===== src/rtl/lcg_stim_gen_if.sv =====
// Stimulus bus between the LCG generator (master) and the consumer (slave).
// Handshake: stim_data is valid while stim_valid=1 and is held stable until accepted.
// A transfer completes on a rising edge where stim_valid & stim_ready are both 1.
// stim_ready may be asserted at any time and does not depend on stim_valid.
interface lcg_stim_gen_if #(
  parameter int OUT_W = 137
);
  logic [OUT_W-1:0] stim_data;
  logic             stim_valid;
  logic             stim_ready;

  modport master (output stim_data, output stim_valid, input stim_ready);
  modport slave  (input stim_data, input stim_valid, output stim_ready);
endinterface


===== src/rtl/lcg_stim_gen.sv =====
// Seeded LCG stimulus source: assembles OUT_W-bit vectors from 32-bit LCG words.
// Optional run signature is enabled with `define LCG_STIM_SIG_EN.
module lcg_stim_gen #(
  parameter int          OUT_W    = 137,
  parameter int          CNT_W    = 32,
  parameter logic [31:0] LCG_MUL  = 32'h41C64E6D,
  parameter logic [31:0] LCG_INC  = 32'h3039,
  parameter logic [31:0] SEED_DEF = 32'd240029841
) (
  input  logic             clk,
  input  logic             rst_n,
  input  logic             start,
  input  logic             seed_load,
  input  logic [31:0]      seed_in,
  input  logic [CNT_W-1:0] n_vec,
  input  logic             abort,
  lcg_stim_gen_if.master   stim,
  output logic             busy,
  output logic             done,
  output logic [CNT_W-1:0] vec_cnt,
  output logic [31:0]      sig_out,
  output logic [1:0]       dbg_state
);

  localparam int NW = (OUT_W + 31) / 32;
  localparam int KW = (NW > 1) ? $clog2(NW) : 1;

  typedef enum logic [1:0] {
    IDLE = 2'd0,
    GEN  = 2'd1,
    HOLD = 2'd2,
    DONE = 2'd3
  } state_e;

  state_e           state_q;
  logic [31:0]      lcg_q;
  logic [OUT_W-1:0] data_q;
  logic [KW-1:0]    k_q;
  logic [CNT_W-1:0] n_q;
  logic [CNT_W-1:0] cnt_q;
  logic             valid_q;
  logic             busy_q;
  logic             done_q;

  logic [31:0]      lcg_step;
  logic [OUT_W-1:0] data_ins;
  logic             last_vec;

  assign lcg_step = lcg_q * LCG_MUL + LCG_INC;
  assign last_vec = (CNT_W'(cnt_q + 1'b1) == n_q);

  // Drop the freshly stepped word into slot k_q; bits past OUT_W simply have no home.
  always_comb begin
    data_ins = data_q;
    for (int b = 0; b < OUT_W; b++) begin
      if ((b >> 5) == int'(k_q)) data_ins[b] = lcg_step[b[4:0]];
    end
  end

  always_ff @(posedge clk) begin
    if (!rst_n) begin
      state_q <= IDLE;
      lcg_q   <= '0;
      data_q  <= '0;
      k_q     <= '0;
      n_q     <= '0;
      cnt_q   <= '0;
      valid_q <= 1'b0;
      busy_q  <= 1'b0;
      done_q  <= 1'b0;
    end else if (abort) begin
      // LCG, data, count and signature are deliberately kept for inspection.
      state_q <= IDLE;
      valid_q <= 1'b0;
      busy_q  <= 1'b0;
      done_q  <= 1'b0;
    end else begin
      unique case (state_q)
        IDLE, DONE: begin
          if (start) begin
            lcg_q <= seed_load ? seed_in : SEED_DEF;
            n_q   <= n_vec;
            cnt_q <= '0;
            k_q   <= '0;
            if (n_vec == '0) begin
              state_q <= DONE;
              busy_q  <= 1'b0;
              done_q  <= 1'b1;
            end else begin
              state_q <= GEN;
              busy_q  <= 1'b1;
              done_q  <= 1'b0;
            end
          end
        end
        GEN: begin
          lcg_q  <= lcg_step;
          data_q <= data_ins;
          if (k_q == KW'(NW - 1)) begin
            state_q <= HOLD;
            valid_q <= 1'b1;
          end else begin
            k_q <= k_q + 1'b1;
          end
        end
        HOLD: begin
          if (stim.stim_ready) begin
            cnt_q   <= cnt_q + 1'b1;
            valid_q <= 1'b0;
            k_q     <= '0;
            if (last_vec) begin
              state_q <= DONE;
              busy_q  <= 1'b0;
              done_q  <= 1'b1;
            end else begin
              state_q <= GEN;
            end
          end
        end
        default: state_q <= IDLE;
      endcase
    end
  end

`ifdef LCG_STIM_SIG_EN
  logic [31:0] sig_q;
  logic [31:0] fold;

  // XOR of all 32-bit words of the current vector, last word zero-padded.
  always_comb begin
    fold = '0;
    for (int b = 0; b < OUT_W; b++) begin
      fold[b[4:0]] = fold[b[4:0]] ^ data_q[b];
    end
  end

  always_ff @(posedge clk) begin
    if (!rst_n) begin
      sig_q <= '0;
    end else if (!abort) begin
      if ((state_q == IDLE || state_q == DONE) && start) begin
        sig_q <= '0;
      end else if (state_q == HOLD && stim.stim_ready) begin
        sig_q <= {sig_q[30:0], sig_q[31]} ^ fold;
      end
    end
  end

  assign sig_out = sig_q;
`else
  assign sig_out = 32'h0;
`endif

  assign stim.stim_data  = data_q;
  assign stim.stim_valid = valid_q;
  assign busy            = busy_q;
  assign done            = done_q;
  assign vec_cnt         = cnt_q;
  assign dbg_state       = state_q;

endmodule

===== src/flat_wrapper.sv =====
// flat-port wrapper written by rule: the top's interface ports become plain ports
module lcg_stim_gen_flat 
#(
  parameter int          OUT_W    = 137,
  parameter int          CNT_W    = 32,
  parameter logic [31:0] LCG_MUL  = 32'h41C64E6D,
  parameter logic [31:0] LCG_INC  = 32'h3039,
  parameter logic [31:0] SEED_DEF = 32'd240029841
)
  (clk, rst_n, start, seed_load, seed_in, n_vec, abort, busy, done, vec_cnt, sig_out, dbg_state, stim_stim_data, stim_stim_valid, stim_stim_ready);
  lcg_stim_gen_if #(.OUT_W(OUT_W)) stim_i ();
  input  logic clk;
  input  logic rst_n;
  input  logic start;
  input  logic seed_load;
  input  logic [31:0] seed_in;
  input  logic [CNT_W-1:0] n_vec;
  input  logic abort;
  output logic busy;
  output logic done;
  output logic [CNT_W-1:0] vec_cnt;
  output logic [31:0] sig_out;
  output logic [1:0] dbg_state;
  output wire logic [$bits(stim_i.stim_data)-1:0] stim_stim_data;
  output wire logic [$bits(stim_i.stim_valid)-1:0] stim_stim_valid;
  input wire logic [$bits(stim_i.stim_ready)-1:0] stim_stim_ready;
  assign stim_stim_data = stim_i.stim_data;
  assign stim_stim_valid = stim_i.stim_valid;
  assign stim_i.stim_ready = stim_stim_ready;
  lcg_stim_gen #(.OUT_W(OUT_W), .CNT_W(CNT_W), .LCG_MUL(LCG_MUL), .LCG_INC(LCG_INC), .SEED_DEF(SEED_DEF)) u_core (.clk(clk), .rst_n(rst_n), .start(start), .seed_load(seed_load), .seed_in(seed_in), .n_vec(n_vec), .abort(abort), .stim(stim_i), .busy(busy), .done(done), .vec_cnt(vec_cnt), .sig_out(sig_out), .dbg_state(dbg_state));
endmodule

===== config.mk =====
export PLATFORM = sky130hd
export DESIGN_NAME = lcg_stim_gen_flat
export DESIGN_NICKNAME = d
export VERILOG_FILES = /design/src/rtl/lcg_stim_gen_if.sv /design/src/rtl/lcg_stim_gen.sv /design/src/flat_wrapper.sv
export SDC_FILE = /design/constraint.sdc
export NUM_CORES = 1
export LEC_CHECK = 0
export BUFFER_PORTS_ARGS = -buffer_cell sky130_fd_sc_hd__buf_2
export CAP_MARGIN = 10
export CORE_MARGIN = 4
export CORE_UTILIZATION = 60
export DETAILED_ROUTE_END_ITERATION = 8
export PLACE_DENSITY = 0.82
export SYNTH_ARGS = -nofsm -noshare
export SYNTH_HDL_FRONTEND = slang
export SYNTH_SLANG_ARGS = --single-unit

===== constraint.sdc =====
create_clock -name clk -period 14.09 [get_ports clk]
set_input_delay 1.409 -clock clk [delete_from_list [all_inputs] [get_ports clk]]
set_output_delay 1.409 -clock clk [all_outputs]
set_load 0.1 [all_outputs]

==> results.json <==
{
  "cts_root_buf": "clkbuf_16",
  "drive_gt1_frac": 0.130,
  "area_growth_syn_to_layout_pct": 11.7,
  "yosysWarnings": 0,
  "status": "finished clean",
  "setup-violations-final": 0,
  "muxShareOfSynthArea": 0.00201,
  "post_cts_buffers": 0,
  "max_slew_margin": 0.156,
  "synth_compound_area_frac": 0.133,
  "grt_pass1_vias": 17664,
  "synthFlopType": "dfxtp_1",
  "cts_tree": "built",
  "num_vias": 17443,
  "clock_path_buffers": 3,
  "antenna_found_initial": 8,
  "cts_max_level": 1,
  "cts_num_sinks": 241,
  "cap_violations": 0,
  "worstMarginPinSlew_ns": 1.26,
  "cts-resized-gates": 0,
  "ff2ff_setup_slack_ns": 6.16,
  "fmax_ghz": 0.126,
  "dp.final_hpwl_um": 49700,
  "yosysSeqAreaShare": 0.242,
  "gp_congestion": 1.01,
  "die_height_um": 190,
  "die_width_um": 190,
  "synth_top_cell_by_area": "dfxtp_1",
  "vias_per_cell": 5.81,
  "synth_xor_area_frac": 0.0439,
  "synth_fa_ha_area_frac": 0.323,
  "cts_buffers": 26,
  "syn_area_sq_um": 20000,
  "holdBufCountCts": 0,
  "synthTopCellsByArea": "dfxtp_1 (24%), fa_1 (19%), ha_1 (13%)",
  "final-hold-violation-count": 0,
  "start_util": 0.610,
  "num_io_pins": 276,
  "critical_path.max_fanout": 17,
  "placed_area_sq_um": 21300,
  "synth.avg_cell_area_sq_um": 8.47,
  "synth_top_area_frac": 0.242,
  "io_buffers": 243,
  "rsz0062_at_grt": "no",
  "r2r-end": "u_core.lcg_q[31]",
  "ys_ff_latch": 241,
  "cp.required_ns": 14.48,
  "rows": 66,
  "clkTransAtPathRegs_ns": 0.07,
  "core-area_sq_um": 32700,
  "wl_um": 62900,
  "async_reset_ff_frac": 0,
  "fillers": 2672,
  "crit_path_end_kind": "flop",
  "hold_path_depth": 2,
  "crit_arrival_ns": 8.32,
  "fin_setup_tns_ns": 0,
  "min_from": "u_core.stim.stim_data[67]",
  "synth_edf_count": 0,
  "nNetsFinal": 3007,
  "firstDrtPassIters": 5,
  "worst_clock_skew_ns": 0.0164,
  "grt.overflow.total": 0,
  "hp-class": "flop to flop",
  "period_minus_slack_ns": 7.93,
  "fin_crit_sh": 0.563,
  "final_area_sq_um": 22300,
  "syn_inst": 2355,
  "yosys.area_share.simple": 0.144,
  "crit_type": "flop to flop",
  "grt_usage": 0.342,
  "report.final.slew_viol_count": 0,
  "grt_max_degree": 116,
  "synth_top_family_by_area": "adder cells",
  "reg2regPathDepth": 24,
  "r2r-start": "u_core.lcg_q[0]",
  "clock_latency_ns": 0.54,
  "hold_path_end": "u_core.stim.stim_data[67]",
  "crit_path_start_kind": "flop",
  "drtAntennaViolNets": 0,
  "yosysUniqueCellTypes": 76,
  "drc": 0,
  "routedWlPerCell_um": 21.0,
  "die_area_sq_um": 36200,
  "drtIter0Drc": 1352,
  "grt_pass1_wl_um": 97200
}
-- worst max-delay path by stage --
stage | startpoint | endpoint | slack, ns | cells past startpoint
2_1_floorplan | u_core.lcg_q[0] | u_core.lcg_q[31] | 7.34 | 25
3_3_place_gp | u_core.lcg_q[0] | u_core.lcg_q[31] | 6.53 | 24
3_5_place_dp | u_core.lcg_q[0] | u_core.lcg_q[31] | 6.41 | 24
4_1_cts | u_core.lcg_q[0] | u_core.lcg_q[31] | 6.31 | 24
5_1_grt | u_core.lcg_q[0] | u_core.lcg_q[31] | 5.76 | 24
6_report | u_core.lcg_q[0] | u_core.lcg_q[31] | 6.16 | 24
-- flip-flops by register name, indices dropped and copies added (netlist names) --
signal and cells:
u_core.stim.stim_data 137, u_core.lcg_q 32, u_core.n_q 32, u_core.k_q 3, u_core.stim.stim_valid 1, u_core.done 1
u_core.vec_cnt 32, u_core.busy 1, u_core.dbg_state 2
-- stage by stage --
step                      hold WS [ns]  cells   util  setup WS, ns
after floorplan                  0.446   2386      -          7.34
after global placement           0.440   2947  0.651          6.53
after detailed placement         0.445   2947  0.651          6.41
after CTS                        0.453   2994  0.681          6.31
after global routing             0.470   2997  0.682          5.76
final                            0.453   3000  0.682          6.16
-- metal layers --
layer	wire length, um	track usage	vias up
li1	-	-	7983
met1	23600	0.418	8300
met2	29200	0.565	907
met3	5340	0.0685	247
met4	4770	0.195	6
met5	53	0	-
-- synth_stat cells (all sizes together), types with 15 or more instances --
cell type    n
nor2        95
nand3       40
buf         51
fa         188
nand2b      16
ha         215
clkbuf      89
nor3        27
dfxtp      241
nand4       31
inv        412
a21o        19
nor4        20
a211oi      33
a21oi      218
xor2        28
xnor2       72
a221oi      15
nand2      325
o21ai       67
-- critical path: stages, from the launching register on --
cell      delay (ns)
dfxtp_1         0.92
inv_1           0.20
ha_1            0.47
inv_1           0.24
ha_1            0.18
inv_1           0.05
fa_1            0.38
fa_1            0.51
inv_1           0.04
ha_1            0.27
inv_1           0.06
fa_1            0.52
inv_1           0.05
fa_1            0.38
fa_1            0.48
ha_1            0.36
a21o_1          0.20
a21o_1          0.16
a221o_1         0.36
a31oi_1         0.45
o21ai_1         0.29
a311oi_1        0.47
o21ai_1         0.14
xnor2_1         0.40
a311oi_1        0.17
-- area by class of cell --
type / count / area [sq um] / share of cell area
antenna: 5 / 12.5 / 0.000561
multi-input combinational: 1593 / 13000 / 0.585
tap: 442 / 553 / 0.0248
clock inverter: 15 / 221 / 0.00993
timing repair buffer: 260 / 1350 / 0.0606
inverter: 412 / 1550 / 0.0696
clock buffer: 32 / 744 / 0.0334
sequential: 241 / 4820 / 0.216
-- cells by family (layout without fill, tap and decap cells) --
family                   count (synthesis)  after routing
adder cells (fa/ha/maj)                403            403
AND/OR/NAND/NOR                        618            618
AO/OA/AOI/OAI                          436            436
flip-flops                             241            241
other                                    1             37
XOR/XNOR                               100            100
multiplexers                             4              4
buffers and inverters                  552            719
-- cells in the final DEF, fill, tap and decap left out, types with 6 or more instances in the layout --
cell       instances
inv_1            411
nand2_1          324
buf_2            243
dfxtp_1          241
a21oi_1          218
ha_1             215
fa_1             188
nor2_1            95
xnor2_1           72
o21ai_0           65
nand3_1           39
a211oi_1          33
conb_1            32
xor2_1            28
nand4_1           28
clkbuf_16         27
nor3_1            26
a21o_1            19
nand2b_1          16
nor4_1            16
buf_4             16
a221oi_1          15
o221ai_1          12
a31oi_1           11
and2_1            10
and3_1             9
nand3b_1           9
a311oi_1           8
o211a_1            7
a22oi_1            6
nor2b_1            6
and4_1             6
Power is not shown: default switching activity piles up to over one toggle a cycle in this logic, so the estimate is an artifact.
